<file path="config.mk">
export PLATFORM = sky130hd
export DESIGN_NAME = pmod_jstk_reader_flat
export DESIGN_NICKNAME = d
export VERILOG_FILES = /design/src/rtl/pmod_jstk_reader_pkg.sv /design/src/rtl/pmod_jstk_reader_if.sv /design/src/rtl/pmod_jstk_reader_spi_byte_shifter.sv /design/src/rtl/pmod_jstk_reader.sv /design/src/flat_wrapper.sv
export SDC_FILE = /design/constraint.sdc
export NUM_CORES = 1
export LEC_CHECK = 0
export BUFFER_PORTS_ARGS = -buffer_cell sky130_fd_sc_hd__buf_2
export CAP_MARGIN = 0
export CORE_MARGIN = 3
export CORE_UTILIZATION = 55
export DETAILED_ROUTE_END_ITERATION = 6
export GPL_TIMING_DRIVEN = 0
export PLACE_DENSITY = 0.73
export SLEW_MARGIN = 20
export SYNTH_ARGS = -nofsm -noshare
export SYNTH_HDL_FRONTEND = slang
export SYNTH_SLANG_ARGS = --single-unit
</file>
<file path="constraint.sdc">
create_clock -name clk50M -period 2.92 [get_ports clk50M]
set_clock_uncertainty 0.15 [all_clocks]
set_input_delay 0.292 -clock clk50M [delete_from_list [all_inputs] [get_ports clk50M]]
set_output_delay 0.292 -clock clk50M [all_outputs]
set_load 0.005 [all_outputs]
</file>
<file path="src/rtl/pmod_jstk_reader_pkg.sv">
// Shared types and constants for the PmodJSTK SPI reader: FSM encoding,
// command prefix, transaction length and the joystick centre value.
package pmod_jstk_reader_pkg;

   typedef enum logic [2:0] {
      ST_IDLE  = 3'd0,
      ST_SETUP = 3'd1,
      ST_SHIFT = 3'd2,
      ST_GAP   = 3'd3,
      ST_DONE  = 3'd4
   } jstk_state_t;

   localparam logic [5:0] JSTK_CMD_LED = 6'b100000;
   localparam int         NUM_BYTES    = 5;
   localparam logic [9:0] JSTK_CENTER  = 10'h200;

   // First byte of every transaction: LED command prefix plus the two LED bits.
   function automatic logic [7:0] jstk_cmd_byte(input logic led2, input logic led1);
      return {JSTK_CMD_LED, led2, led1};
   endfunction

endpackage

</file>
<file path="src/rtl/pmod_jstk_reader_if.sv">
// Four-wire SPI bus between the joystick reader (master) and the PmodJSTK (slave).
interface pmod_jstk_reader_if;
   logic cs;
   logic sck;
   logic mosi;
   logic miso;

   modport master (output cs, output sck, output mosi, input miso);
   modport slave  (input cs, input sck, input mosi, output miso);
endinterface

</file>
<file path="src/rtl/pmod_jstk_reader_spi_byte_shifter.sv">
// Mode-0, MSB-first, 8-bit SPI shift engine. sck rises on the start edge, so the
// caller owns the setup time before each byte; done fires on the 8th falling edge.
module spi_byte_shifter #(
   parameter int CLK_DIV = 50
) (
   input  logic       clk50M,
   input  logic       reset_n,
   input  logic       start,
   input  logic [7:0] tx_byte,
   input  logic       miso,
   output logic [7:0] rx_byte,
   output logic       done,
   output logic       sck,
   output logic       mosi
);
   localparam int DIV_W = $clog2(CLK_DIV + 1);

   logic             busy_reg;
   logic             sck_reg;
   logic             mosi_reg;
   logic [DIV_W-1:0] div_cnt_reg;
   logic [2:0]       bit_cnt_reg;
   logic [7:0]       tx_reg;
   logic [7:0]       rx_reg;
   logic             half_end;

   assign half_end = busy_reg && (div_cnt_reg == DIV_W'(CLK_DIV - 1));
   // Combinational so the sequencer leaves SHIFT on the very edge sck falls.
   assign done     = half_end && sck_reg && (bit_cnt_reg == 3'd7);
   assign rx_byte  = rx_reg;
   assign sck      = sck_reg;
   assign mosi     = mosi_reg;

   always_ff @(posedge clk50M or negedge reset_n) begin
      if (!reset_n) begin
         busy_reg    <= 1'b0;
         sck_reg     <= 1'b0;
         mosi_reg    <= 1'b0;
         div_cnt_reg <= '0;
         bit_cnt_reg <= '0;
         tx_reg      <= '0;
         rx_reg      <= '0;
      end else if (start) begin
         busy_reg    <= 1'b1;
         sck_reg     <= 1'b1;
         div_cnt_reg <= '0;
         bit_cnt_reg <= '0;
         mosi_reg    <= tx_byte[7];
         tx_reg      <= {tx_byte[6:0], 1'b0};
         rx_reg      <= {rx_reg[6:0], miso};
      end else if (half_end) begin
         div_cnt_reg <= '0;
         if (sck_reg) begin
            sck_reg <= 1'b0;
            if (bit_cnt_reg == 3'd7) begin
               busy_reg <= 1'b0;
            end else begin
               bit_cnt_reg <= bit_cnt_reg + 3'd1;
               mosi_reg    <= tx_reg[7];
               tx_reg      <= {tx_reg[6:0], 1'b0};
            end
         end else begin
            sck_reg <= 1'b1;
            rx_reg  <= {rx_reg[6:0], miso};
         end
      end else if (busy_reg) begin
         div_cnt_reg <= div_cnt_reg + DIV_W'(1);
      end
   end

endmodule

</file>
<file path="src/rtl/pmod_jstk_reader.sv">
// Periodically polls a PmodJSTK over SPI: one 5-byte transaction per poll period,
// publishing x/y/btn atomically with a one-cycle sample_valid when it completes.
module pmod_jstk_reader
   import pmod_jstk_reader_pkg::*;
#(
   parameter int CLK_DIV     = 50,
   parameter int CS_SETUP    = 750,
   parameter int BYTE_GAP    = 500,
   parameter int POLL_PERIOD = 50000
) (
   input  logic               clk50M,
   input  logic               reset_n,
   input  logic               led1,
   input  logic               led2,
   output logic [9:0]         x,
   output logic [9:0]         y,
   output logic [2:0]         btn,
   output logic               sample_valid,
   pmod_jstk_reader_if.master spi
);
   localparam int POLL_W   = $clog2(POLL_PERIOD + 1);
   localparam int WAIT_MAX = (CS_SETUP > BYTE_GAP) ? CS_SETUP : BYTE_GAP;
   localparam int WAIT_W   = $clog2(WAIT_MAX + 1);

   jstk_state_t       state_reg;
   logic [POLL_W-1:0] poll_cnt_reg;
   logic [WAIT_W-1:0] wait_cnt_reg;
   logic [2:0]        byte_idx_reg;
   logic [7:0]        cmd_reg;
   logic              cs_reg;
   logic              mosi_reg;
   logic [9:0]        x_stage_reg;
   logic [9:0]        y_stage_reg;
   logic [2:0]        btn_stage_reg;
   logic [9:0]        x_reg;
   logic [9:0]        y_reg;
   logic [2:0]        btn_reg;
   logic              valid_reg;

   logic              poll_wrap;
   logic              setup_end;
   logic              gap_end;
   logic              sh_start;
   logic [7:0]        sh_tx_byte;
   logic [7:0]        sh_rx_byte;
   logic              sh_done;
   logic              sh_sck;
   logic              sh_mosi;

   assign poll_wrap  = (poll_cnt_reg == POLL_W'(POLL_PERIOD - 1));
   assign setup_end  = (state_reg == ST_SETUP) && (wait_cnt_reg == WAIT_W'(CS_SETUP - 1));
   assign gap_end    = (state_reg == ST_GAP) && (wait_cnt_reg == WAIT_W'(BYTE_GAP - 1));
   assign sh_start   = setup_end || gap_end;
   // GAP always precedes a data byte, which is all zeros; only SETUP leads into the command.
   assign sh_tx_byte = (state_reg == ST_SETUP) ? cmd_reg : 8'h00;

   spi_byte_shifter #(
      .CLK_DIV (CLK_DIV)
   ) u_shifter (
      .clk50M  (clk50M),
      .reset_n (reset_n),
      .start   (sh_start),
      .tx_byte (sh_tx_byte),
      .miso    (spi.miso),
      .rx_byte (sh_rx_byte),
      .done    (sh_done),
      .sck     (sh_sck),
      .mosi    (sh_mosi)
   );

   // Free-running so the poll cadence does not depend on transaction length.
   always_ff @(posedge clk50M or negedge reset_n) begin
      if (!reset_n) begin
         poll_cnt_reg <= '0;
      end else if (poll_wrap) begin
         poll_cnt_reg <= '0;
      end else begin
         poll_cnt_reg <= poll_cnt_reg + POLL_W'(1);
      end
   end

   always_ff @(posedge clk50M or negedge reset_n) begin
      if (!reset_n) begin
         state_reg     <= ST_IDLE;
         wait_cnt_reg  <= '0;
         byte_idx_reg  <= '0;
         cmd_reg       <= '0;
         cs_reg        <= 1'b1;
         mosi_reg      <= 1'b0;
         x_stage_reg   <= '0;
         y_stage_reg   <= '0;
         btn_stage_reg <= '0;
         x_reg         <= JSTK_CENTER;
         y_reg         <= JSTK_CENTER;
         btn_reg       <= '0;
         valid_reg     <= 1'b0;
      end else begin
         valid_reg <= 1'b0;
         case (state_reg)
            ST_IDLE: begin
               if (poll_wrap) begin
                  state_reg    <= ST_SETUP;
                  cs_reg       <= 1'b0;
                  cmd_reg      <= jstk_cmd_byte(led2, led1);
                  mosi_reg     <= JSTK_CMD_LED[5];
                  wait_cnt_reg <= '0;
                  byte_idx_reg <= '0;
               end
            end
            ST_SETUP: begin
               if (setup_end) begin
                  state_reg <= ST_SHIFT;
               end else begin
                  wait_cnt_reg <= wait_cnt_reg + WAIT_W'(1);
               end
            end
            ST_SHIFT: begin
               if (sh_done) begin
                  wait_cnt_reg <= '0;
                  case (byte_idx_reg)
                     3'd0:    x_stage_reg[7:0] <= sh_rx_byte;
                     3'd1:    x_stage_reg[9:8] <= sh_rx_byte[1:0];
                     3'd2:    y_stage_reg[7:0] <= sh_rx_byte;
                     3'd3:    y_stage_reg[9:8] <= sh_rx_byte[1:0];
                     default: btn_stage_reg    <= sh_rx_byte[2:0];
                  endcase
                  if (byte_idx_reg == 3'(NUM_BYTES - 1)) begin
                     state_reg <= ST_DONE;
                  end else begin
                     state_reg <= ST_GAP;
                     mosi_reg  <= 1'b0;
                  end
               end
            end
            ST_GAP: begin
               if (gap_end) begin
                  state_reg    <= ST_SHIFT;
                  byte_idx_reg <= byte_idx_reg + 3'd1;
               end else begin
                  wait_cnt_reg <= wait_cnt_reg + WAIT_W'(1);
               end
            end
            ST_DONE: begin
               state_reg    <= ST_IDLE;
               cs_reg       <= 1'b1;
               mosi_reg     <= 1'b0;
               byte_idx_reg <= '0;
               x_reg        <= x_stage_reg;
               y_reg        <= y_stage_reg;
               btn_reg      <= btn_stage_reg;
               valid_reg    <= 1'b1;
            end
            default: begin
               state_reg <= ST_IDLE;
               cs_reg    <= 1'b1;
            end
         endcase
      end
   end

   assign spi.cs       = cs_reg;
   assign spi.sck      = sh_sck;
   assign spi.mosi     = (state_reg == ST_SHIFT) ? sh_mosi : mosi_reg;
   assign x            = x_reg;
   assign y            = y_reg;
   assign btn          = btn_reg;
   assign sample_valid = valid_reg;

endmodule
</file>
<file path="src/flat_wrapper.sv">
// flat-port wrapper written by rule: the top's interface ports become plain ports
module pmod_jstk_reader_flat import pmod_jstk_reader_pkg::*;
#(
   parameter int CLK_DIV     = 50,
   parameter int CS_SETUP    = 750,
   parameter int BYTE_GAP    = 500,
   parameter int POLL_PERIOD = 50000
)
  (clk50M, reset_n, led1, led2, x, y, btn, sample_valid, spi_cs, spi_sck, spi_mosi, spi_miso);
  pmod_jstk_reader_if spi_i ();
  input  logic clk50M;
  input  logic reset_n;
  input  logic led1;
  input  logic led2;
  output logic [9:0] x;
  output logic [9:0] y;
  output logic [2:0] btn;
  output logic sample_valid;
  output wire logic [$bits(spi_i.cs)-1:0] spi_cs;
  output wire logic [$bits(spi_i.sck)-1:0] spi_sck;
  output wire logic [$bits(spi_i.mosi)-1:0] spi_mosi;
  input wire logic [$bits(spi_i.miso)-1:0] spi_miso;
  assign spi_cs = spi_i.cs;
  assign spi_sck = spi_i.sck;
  assign spi_mosi = spi_i.mosi;
  assign spi_i.miso = spi_miso;
  pmod_jstk_reader #(.CLK_DIV(CLK_DIV), .CS_SETUP(CS_SETUP), .BYTE_GAP(BYTE_GAP), .POLL_PERIOD(POLL_PERIOD)) u_core (.clk50M(clk50M), .reset_n(reset_n), .led1(led1), .led2(led2), .x(x), .y(y), .btn(btn), .sample_valid(sample_valid), .spi(spi_i));
endmodule
</file>
==> results of run 1 <==
-- what timing repair did --
item / CTS / global route
hold buffers: 1 / 0
endpoints found under the setup margin: 0 / 0
endpoints found under the hold margin: 47 / 0
-- through the flow --
step	utilization [%]	instances	setup slack, ns	hold slack (ns)	instance area [µm²]
after floorplan	-	414	0.831	-0.154	4930
after global placement	61.6	550	0.158	0.297	5220
after detailed placement	62.0	551	0.591	0.104	5250
after CTS	64.5	568	0.586	0.00382	5460
after global routing	64.5	568	0.403	0.0119	5460
final	64.5	568	0.590	0.0197	5460
-- routing by layer --
metal / routed length [µm] / vias to the layer above / global-route usage (%)
met4: 90 / 0 / 5.28
li1: - / 1553 / -
met1: 4100 / 1552 / 26.2
met5: 0 / - / 0
met2: 3940 / 44 / 27.8
met3: 220 / 9 / 2.98
-- worst reg2reg max path: stages, from the launching register on --
cell and delay (ns):
dfrtp_1 0.46, ha_1 0.22, and3_1 0.20, nand4_1 0.24, a21oi_1 0.24, clkbuf_1 0.36, buf_2 0.30, nor2_1 0.08
-- where the power goes --
part           switching, µW  leakage [µW]  internal (µW)
combinational           29.3       0.00107           7.45
sequential                 0       0.00153           1540
clock                    559     0.0000950            338
total                    589       0.00269           1880
-- Yosys cell counts (all sizes together), types with 2 or more instances --
cell type / count
a21oi: 13
buf: 8
inv: 9
nor2b: 3
o21ai: 11
o21bai: 2
clkbuf: 5
nand4: 7
nand2: 43
o22ai: 2
or3: 2
nor2: 31
ha: 12
mux2i: 11
nor4: 5
nor3: 7
a21o: 3
o2bb2ai: 7
nand2b: 3
nand3: 11
mux2: 57
dfrtp: 108
nor3b: 3
nor4b: 2
dfstp: 3
and2: 3
and3: 8
or2: 2
a221o: 2
xnor2: 10
xor2: 5
-- cell families after synthesis --
family,synth area share [%]
xor gates and xnor gates,2.66
DFF,56.4
muxes,15.3
and+or+nand+nor,14.1
AOI/OAI and AO/OA,6.57
adders and majority gates,3.05
buffers and inverters,1.93
-- worst paths after layout --
| kind | from | to | slack, ns | depth (start not counted) |
|---|---|---|---|---|
| setup reg to reg | u_core.wait_cnt_reg[0]$_DFFE_PN0P_ | u_core.u_shifter.bit_cnt_reg[0]$_DFFE_PN0P_ | 0.59 | 7 |
| hold reg to reg | u_core.poll_cnt_reg[0]$_DFF_PN0_ | u_core.poll_cnt_reg[0]$_DFF_PN0_ | 0.31 | 1 |
| hold / removal | led1 | u_core.cmd_reg[0]$_DFFE_PN0P_ | 0.02 | 2 |
| max in group asynchronous | reset_n | u_core.spi.cs$_DFFE_PN1P_ | 1.66 | 3 |
| setup / recovery | u_core.wait_cnt_reg[0]$_DFFE_PN0P_ | u_core.u_shifter.bit_cnt_reg[0]$_DFFE_PN0P_ | 0.59 | 7 |
| min in group asynchronous | reset_n | u_core.y[7]$_DFFE_PN0P_ | 0.26 | 2 |
-- area by class of cell --
cell class	count	share of cell area, %
Buffer	13	1.05
Inverter	10	0.687
Multi-Input combinational cell	280	37.6
Clock inverter	7	1.44
Clock buffer	9	2.27
Sequential cell	111	50.9
Tap cell	105	2.40
Timing Repair Buffer	33	3.64
==> impl_metrics.yaml, run 1 <==
run_status:
  outcome: "completed"
clocking:
  cts_sinks: 111
  clk_pin_slew_ns: 0.11
  cts_setup_buffers: 0
  cts.path.max_buffers: 2
  htreeDepth: 3
  cts_tree: "built"
  root_buffer: "clkbuf_8"
  cts_made_buffers: 9
  cts_resized: 0
  clk_latency_ns: 0.36
timing:
  fin_setup_tns_ns: 0
  worstMarginPinSlew_ns: 0.483
  min_period_ns: 2.33
  max_freq_mhz: 429
  finalHoldViolations: 0
  setup_viol: 0
  rsz0062_at_grt: "no"
  relSlewSlack_pct: 67.8
  fin_crit_sh_pct: 79.8
  slew_viol_final: 0
routing:
  postRouteAntennaNets: 0
  drc: 0
  via_per_inst: 5.56
  vias: 3158
  drt_pass1_iterations: 4
  drt_iter0_drc: 132
  wirelength_mm: 8.34
  wl_per_cell_um: 14.7
floorplan:
  die_w_um: 101
  start_util_pct: 58.2
  die-area_um2: 10100
  io_pins: 32
  core_area_um2: 8460
  chipHeight_um: 101
  rows: 33
setup_path:
  cp.required_ns: 3.02
  critPathMaxStageDelay_ns: 0.46
  worst_setup_path_start_kind: "flip-flop"
  crit_fanout: 10
  cp_slowest_cell: "dfrtp_1"
  criticalPathCategory: "reg2reg"
  critical_path.cell_chain: "ha_1 > and3_1 > nand4_1 > a21oi_1 > clkbuf_1 > buf_2 > nor2_1"
  end_kind: "flip-flop"
  critical_path.top_delay_family: "buffers and inverters"
  arrival_ns: 2.43
  path_buf_inv: 2
cells_and_area:
  diodes: 0
  fin_nets: 475
  largest_reg_flops: 16
  layout-drive-gt1-share_pct: 26.3
  layout_common_cells: "dfrtp_1 (108), mux2_2 (57), nand2_1 (43)"
  multi_input_area_um2: 2050
  nFillCells: 668
  final_common_cell: "dfrtp_1"
  area_growth_pct: 10.8
  regArea_um2: 2780
yosys:
  synth_ff_type: "dfrtp_1"
  syn_avg_cell_area_um2: 11.9
  netlist_instances: 414
  synth_top_area_share_pct: 54.8
  synth_fp_nets: 431
  seq_area_frac_synth_pct: 56.4
  synthArstFlopShare_pct: 100
  ys_types: 50
  syn_area_um2: 4930
  yosysTopAreaCell: "dfrtp_1"
  synth_area_leaders: "dfrtp_1 (55%), mux2_2 (13%), nand2_1 (3.3%)"
  synth_seq_cells: 111
  yosysWarningCount: 0
  synth-edff-count: 0
power_and_ir_drop:
  vdd_drop_max_mv: 0.221
  total_power_uw: 2470
  p_leak_uw: 0.00269
  power.density_nw_per_um2: 452
run:
  cap_violations: 0
placement:
  gp_congestion: 0.912
  dp_hpwl_mm: 5.84
  port_buffers: 31
global_routing:
  grt_usage_pct: 18.0
  grt_pass1_wl_mm: 14.6
  grt_overflow: 0
  grt_max_degree: 65
  grt_pass1_vias: 3020
  antenna_found_initial: 0
worst_hold_path:
  min-delay-path-class: "in2reg"
Note: power is estimated with default switching activity, not from simulation.
==> run 2, diff against run 1 <==
- CORE_UTILIZATION: 55 -> 54
- PLACE_DENSITY: 0.73 -> 0.75
- clock period: 2.92 -> 2 ns (I/O delays scaled with it)
==> run 2 against run 1 <==
The run now ends with negative setup slack left. Utilization grew 6.6 points. Sequential power up 45%. Wire length is 21% higher. Maximum frequency rose by 5.0%. Critical path depth fell by 2. Setup slack got worse by 0.81 ns. Global-route usage up 1.8 points. Die area rose by 1.7%. Cell area is 15% higher.
==> impl_metrics.yaml, run 2 (synthesis gave the netlist of run 1 again) <==
clocking:
  cts_tree: "built"
  root_buffer: "clkbuf_8"
  clk_latency_ns: 0.37
  clk_pin_slew_ns: 0.12
  cts.path.max_buffers: 2
  htreeDepth: 3
  cts_made_buffers: 9
  cts_sinks: 111
global_routing:
  grt_pass1_wl_mm: 16.2
  grt_overflow: 0
  antenna_found_initial: 0
  grt_max_degree: 66
  grt_usage_pct: 19.7
  grt_pass1_vias: 3474
floorplan:
  core_area_um2: 8810
  die_w_um: 102
  rows: 34
  start_util_pct: 56.0
  io_pins: 32
  chipHeight_um: 102
  die-area_um2: 10300
routing:
  wl_per_cell_um: 16.5
  drt_pass1_iterations: 4
  vias: 3507
  drc: 0
  wirelength_mm: 10.1
  postRouteAntennaNets: 0
  via_per_inst: 5.72
  drt_iter0_drc: 158
setup_path:
  cp_slowest_cell: "dfrtp_2"
  critical_path.cell_chain: "nor4b_2 > nand4_1 > a21oi_2 > o21bai_4 > mux2_4"
  path_buf_inv: 0
  end_kind: "flip-flop"
  cp.required_ns: 2.12
  worst_setup_path_start_kind: "flip-flop"
  critical_path.top_delay_family: "simple AND/OR/NAND/NOR gates"
  criticalPathCategory: "reg2reg"
  arrival_ns: 2.34
  critPathMaxStageDelay_ns: 0.48
  crit_fanout: 8
timing:
  worstMarginPinSlew_ns: 0.513
  rsz0062_at_grt: "yes"
  max_freq_mhz: 450
  fin_hold_ws_ns: 0.157
  finalHoldViolations: 0
  relSlewSlack_pct: 65.8
  setup_viol: 32
  slew_viol_final: 0
  fin_crit_sh_pct: 111
  fin_setup_tns_ns: -2.52
  min_period_ns: 2.22
  setup_slack_ns: -0.220
cells_and_area:
  fin_nets: 517
  largest_reg_flops: 16
  nFillCells: 579
  layout-drive-gt1-share_pct: 43.4
  area_growth_pct: 27.0
  design_area_um2: 6260
  utilization_pct: 71.1
  multi_input_area_um2: 2410
  diodes: 0
  final_common_cell: "dfrtp_1"
  regArea_um2: 2790
  layout_common_cells: "dfrtp_1 (100), mux2_2 (45), buf_4 (37)"
power_and_ir_drop:
  total_power_uw: 3640
  p_leak_uw: 0.00301
  power.density_nw_per_um2: 581
  vdd_drop_max_mv: 0.377
run_status:
  outcome: "finished with violations"
  violations: "negative setup slack"
placement:
  gp_congestion: 0.804
  place_area_um2: 5260
  port_buffers: 31
  dp_hpwl_mm: 6.07
worst_hold_path:
  min-delay-path-class: "in2async"
run:
  cap_violations: 0
## run 2: metrics by stage
stage	instances	setup slack, ns
floorplan	414	-0.0129
global placement	553	-0.659
detailed placement	554	-0.380
CTS	592	-0.120
global route	613	-0.284
finish	613	-0.220
## run 2: final cells by class
| type | count | share of cell area, % |
|---|---|---|
| buffer | 8 | 1.16 |
| clock buffer | 9 | 1.98 |
| clock inverter | 7 | 1.20 |
| inverter | 10 | 0.600 |
| multi-input combinational | 280 | 38.4 |
| sequential | 111 | 44.6 |
| tap | 108 | 2.16 |
| timing repair buffer | 80 | 9.87 |
## run 2: worst register-to-register path, cell delays in order (launching register included)
cell and delay (ns):
dfrtp_2 0.48, nor4b_2 0.33, nand4_1 0.28, a21oi_2 0.27, o21bai_4 0.26, mux2_4 0.34
## run 2: final timing paths
| kind | start | endpoint | slack (ns) | cells past startpoint |
|---|---|---|---|---|
| min | reset_n | u_core.y[5]$_DFFE_PN0P_ | 0.16 | 2 |
| max | u_core.wait_cnt_reg[2]$_DFFE_PN0P_ | u_core.u_shifter.rx_byte[2]$_DFFE_PN0P_ | -0.22 | 5 |
| max in group asynchronous | reset_n | u_core.spi.cs$_DFFE_PN1P_ | 0.82 | 3 |
| min reg2reg | u_core.poll_cnt_reg[0]$_DFF_PN0_ | u_core.poll_cnt_reg[0]$_DFF_PN0_ | 0.30 | 1 |
| min in group clk50M | u_core.poll_cnt_reg[0]$_DFF_PN0_ | u_core.poll_cnt_reg[0]$_DFF_PN0_ | 0.30 | 1 |
| max reg2reg | u_core.wait_cnt_reg[2]$_DFFE_PN0P_ | u_core.u_shifter.rx_byte[2]$_DFFE_PN0P_ | -0.22 | 5 |
## run 2: what timing repair did
action,in CTS,in global routing
pin swaps,13,21
setup endpoints to repair,79,66
hold buffers,4,0
hold endpoints to repair,49,0
gates cloned,1,2
buffers inserted,22,22
resized for setup,47,58
## run 2: where the power goes
group	leakage [µW]	switching (µW)	internal, µW
registers	0.00151	0	2240
logic	0.00140	44.4	14.7
clock network	0.0000990	835	499
total	0.00301	880	2760
## run 2: routing by layer
layer | global-route usage (%) | vias to the layer above | part of all wire (%)
met5 | 0 | - | 0
met4 | 5.01 | 0 | 1.2
met3 | 5.51 | 13 | 3.4
met2 | 32.8 | 70 | 52
met1 | 25.7 | 1794 | 43
li1 | - | 1630 | -
==> run 3, diff against run 2 <==
- CORE_UTILIZATION: 54 -> 35
- PLACE_DENSITY: 0.75 -> unset
==> run 3 against run 2 <==
The run still ends with negative setup slack left. Clock-buffer cell count grew 2. Die area rose by 51%. Setup slack improved by 0.031 ns. Global-route usage shrank 6.8 points. Hold slack improved by 0.065 ns. Largest power group unchanged. Highest routed layer unchanged.
==> impl_metrics.yaml, run 3 (synthesis gave the netlist of run 1 again) <==
routing:
  vias: 3363
  wl_per_cell_um: 15.1
  drt_iter0_drc: 161
  drt_pass1_iterations: 4
  wirelength_mm: 10.2
  postRouteAntennaNets: 0
  via_per_inst: 5.00
  drc: 0
run_status:
  outcome: "finished with violations"
  violations: "negative setup slack"
global_routing:
  grt_pass1_vias: 3376
  grt_pass1_wl_mm: 16.7
  grt_usage_pct: 12.9
  grt_overflow: 0
  grt_max_degree: 60
  antenna_found_initial: 0
timing:
  slew_viol_final: 0
  min_period_ns: 2.19
  setup_viol: 12
  finalHoldViolations: 0
  max_freq_mhz: 457
  rsz0062_at_grt: "yes"
  relSlewSlack_pct: 67.0
  worstMarginPinSlew_ns: 0.495
  setup_slack_ns: -0.189
  fin_hold_ws_ns: 0.222
  fin_crit_sh_pct: 109
setup_path:
  worst_setup_path_start_kind: "flip-flop"
  startpoint: "u_core.wait_cnt_reg[0]$_DFFE_PN0P_"
  critPathMaxStageDelay_ns: 0.44
  end_kind: "flip-flop"
  criticalPathCategory: "reg2reg"
  r2r_slack_ns: -0.19
  arrival_ns: 2.25
  cp.required_ns: 2.06
  r2r_start: "u_core.wait_cnt_reg[0]$_DFFE_PN0P_"
  r2r_end: "u_core.wait_cnt_reg[4]$_DFFE_PN0P_"
  critical_path.cell_chain: "ha_1 > nor4bb_4 > nand4_1 > buf_4 > nand2_2 > o311a_1 > a221o_1"
  cp_slowest_cell: "dfrtp_2"
  worstRegToRegCells: 7
  crit_fanout: 6
power_and_ir_drop:
  p_leak_uw: 0.00300
  vdd_drop_max_mv: 0.480
  power.density_nw_per_um2: 641
cells_and_area:
  largest_reg_flops: 16
  layout_common_cells: "dfrtp_1 (100), mux2_2 (47), nand2_1 (39)"
  layout-drive-gt1-share_pct: 39.2
  area_growth_pct: 28.0
  multi_input_area_um2: 2340
  diodes: 0
  fin_nets: 509
  final_common_cell: "dfrtp_1"
  design_area_um2: 6310
  utilization_pct: 46.7
  nFillCells: 1222
  regArea_um2: 2790
floorplan:
  io_pins: 32
  die_w_um: 125
  die-area_um2: 15500
  start_util_pct: 36.5
  rows: 42
  chipHeight_um: 125
  core_area_um2: 13500
worst_hold_path:
  min-delay-path-class: "in2async"
placement:
  dp_hpwl_mm: 6.31
  gp_congestion: 0.771
  place_area_um2: 5350
  port_buffers: 31
run:
  cap_violations: 0
clocking:
  cts_sinks: 111
  htreeDepth: 3
  cts_made_buffers: 9
  root_buffer: "clkbuf_16"
  clk_pin_slew_ns: 0.07
  clk_latency_ns: 0.34
  cts.path.max_buffers: 2
  cts_tree: "built"
run 3: cell type report:
cell class,instances,share of cell area (%)
multi-input cells,280,37.2
clock inverters,5,0.753
flip-flops and latches,111,44.2
well taps,176,3.49
repair buffers,71,8.54
plain buffers,9,1.39
clock buffers,11,3.85
inverters,10,0.595
run 3: report_power, final:
group          switching (µW)  internal (µW)
sequential                  0           2240
clock                     838            908
combinational            44.6           14.7
run 3: worst max-delay path by stage:
stage	end	slack, ns
2_1_floorplan	u_core.wait_cnt_reg[4]$_DFFE_PN0P_	-0.01
3_3_place_gp	u_core.wait_cnt_reg[7]$_DFFE_PN0P_	-0.68
3_5_place_dp	u_core.u_shifter.div_cnt_reg[2]$_DFFE_PN0P_	-0.41
4_1_cts	u_core.wait_cnt_reg[8]$_DFFE_PN0P_	-0.17
5_1_grt	u_core.wait_cnt_reg[4]$_DFFE_PN0P_	-0.29
6_report	u_core.wait_cnt_reg[4]$_DFFE_PN0P_	-0.19
run 3: layer usage:
layer / GRT usage, % / share of wire [%] / vias to the layer above
met2: 21.0 / 50 / 39
met3: 3.52 / 2.7 / 10
met5: 0 / 0 / -
met4: 3.48 / 1.2 / 0
li1: - / - / 1620
met1: 17.1 / 46 / 1694
run 3: per-stage QoR:
stage          setup WS, ns  setup TNS, ns  std cells  power, µW
2_1_floorplan       -0.0129        -0.0258        414       2290
3_3_place_gp         -0.678         -90.74        621       2330
3_5_place_dp         -0.413         -19.71        622       2340
4_1_cts              -0.167          -2.00        655       4100
5_1_grt              -0.289          -4.51        673       4230
6_report             -0.189          -1.06        673       4050
run 3: worst max-delay path, delay by kind of cell, from the launching register on:
| family | cells | cell delay, ns |
|---|---|---|
| AOI/OAI and AO/OA | 2 | 0.66 |
| DFF | 1 | 0.44 |
| and+or+nand+nor | 3 | 0.44 |
| adders and majority gates | 1 | 0.20 |
| buffers and inverters | 1 | 0.16 |
run 3: what timing repair did:
| action | CTS | global route |
|---|---|---|
| hold endpoints to repair | 53 | 0 |
| cloned | 1 | 2 |
| resized for setup | 42 | 48 |
| pin swaps | 13 | 12 |
| setup endpoints to repair | 83 | 76 |
| hold buffers | 4 | 0 |
| buffers inserted | 16 | 16 |
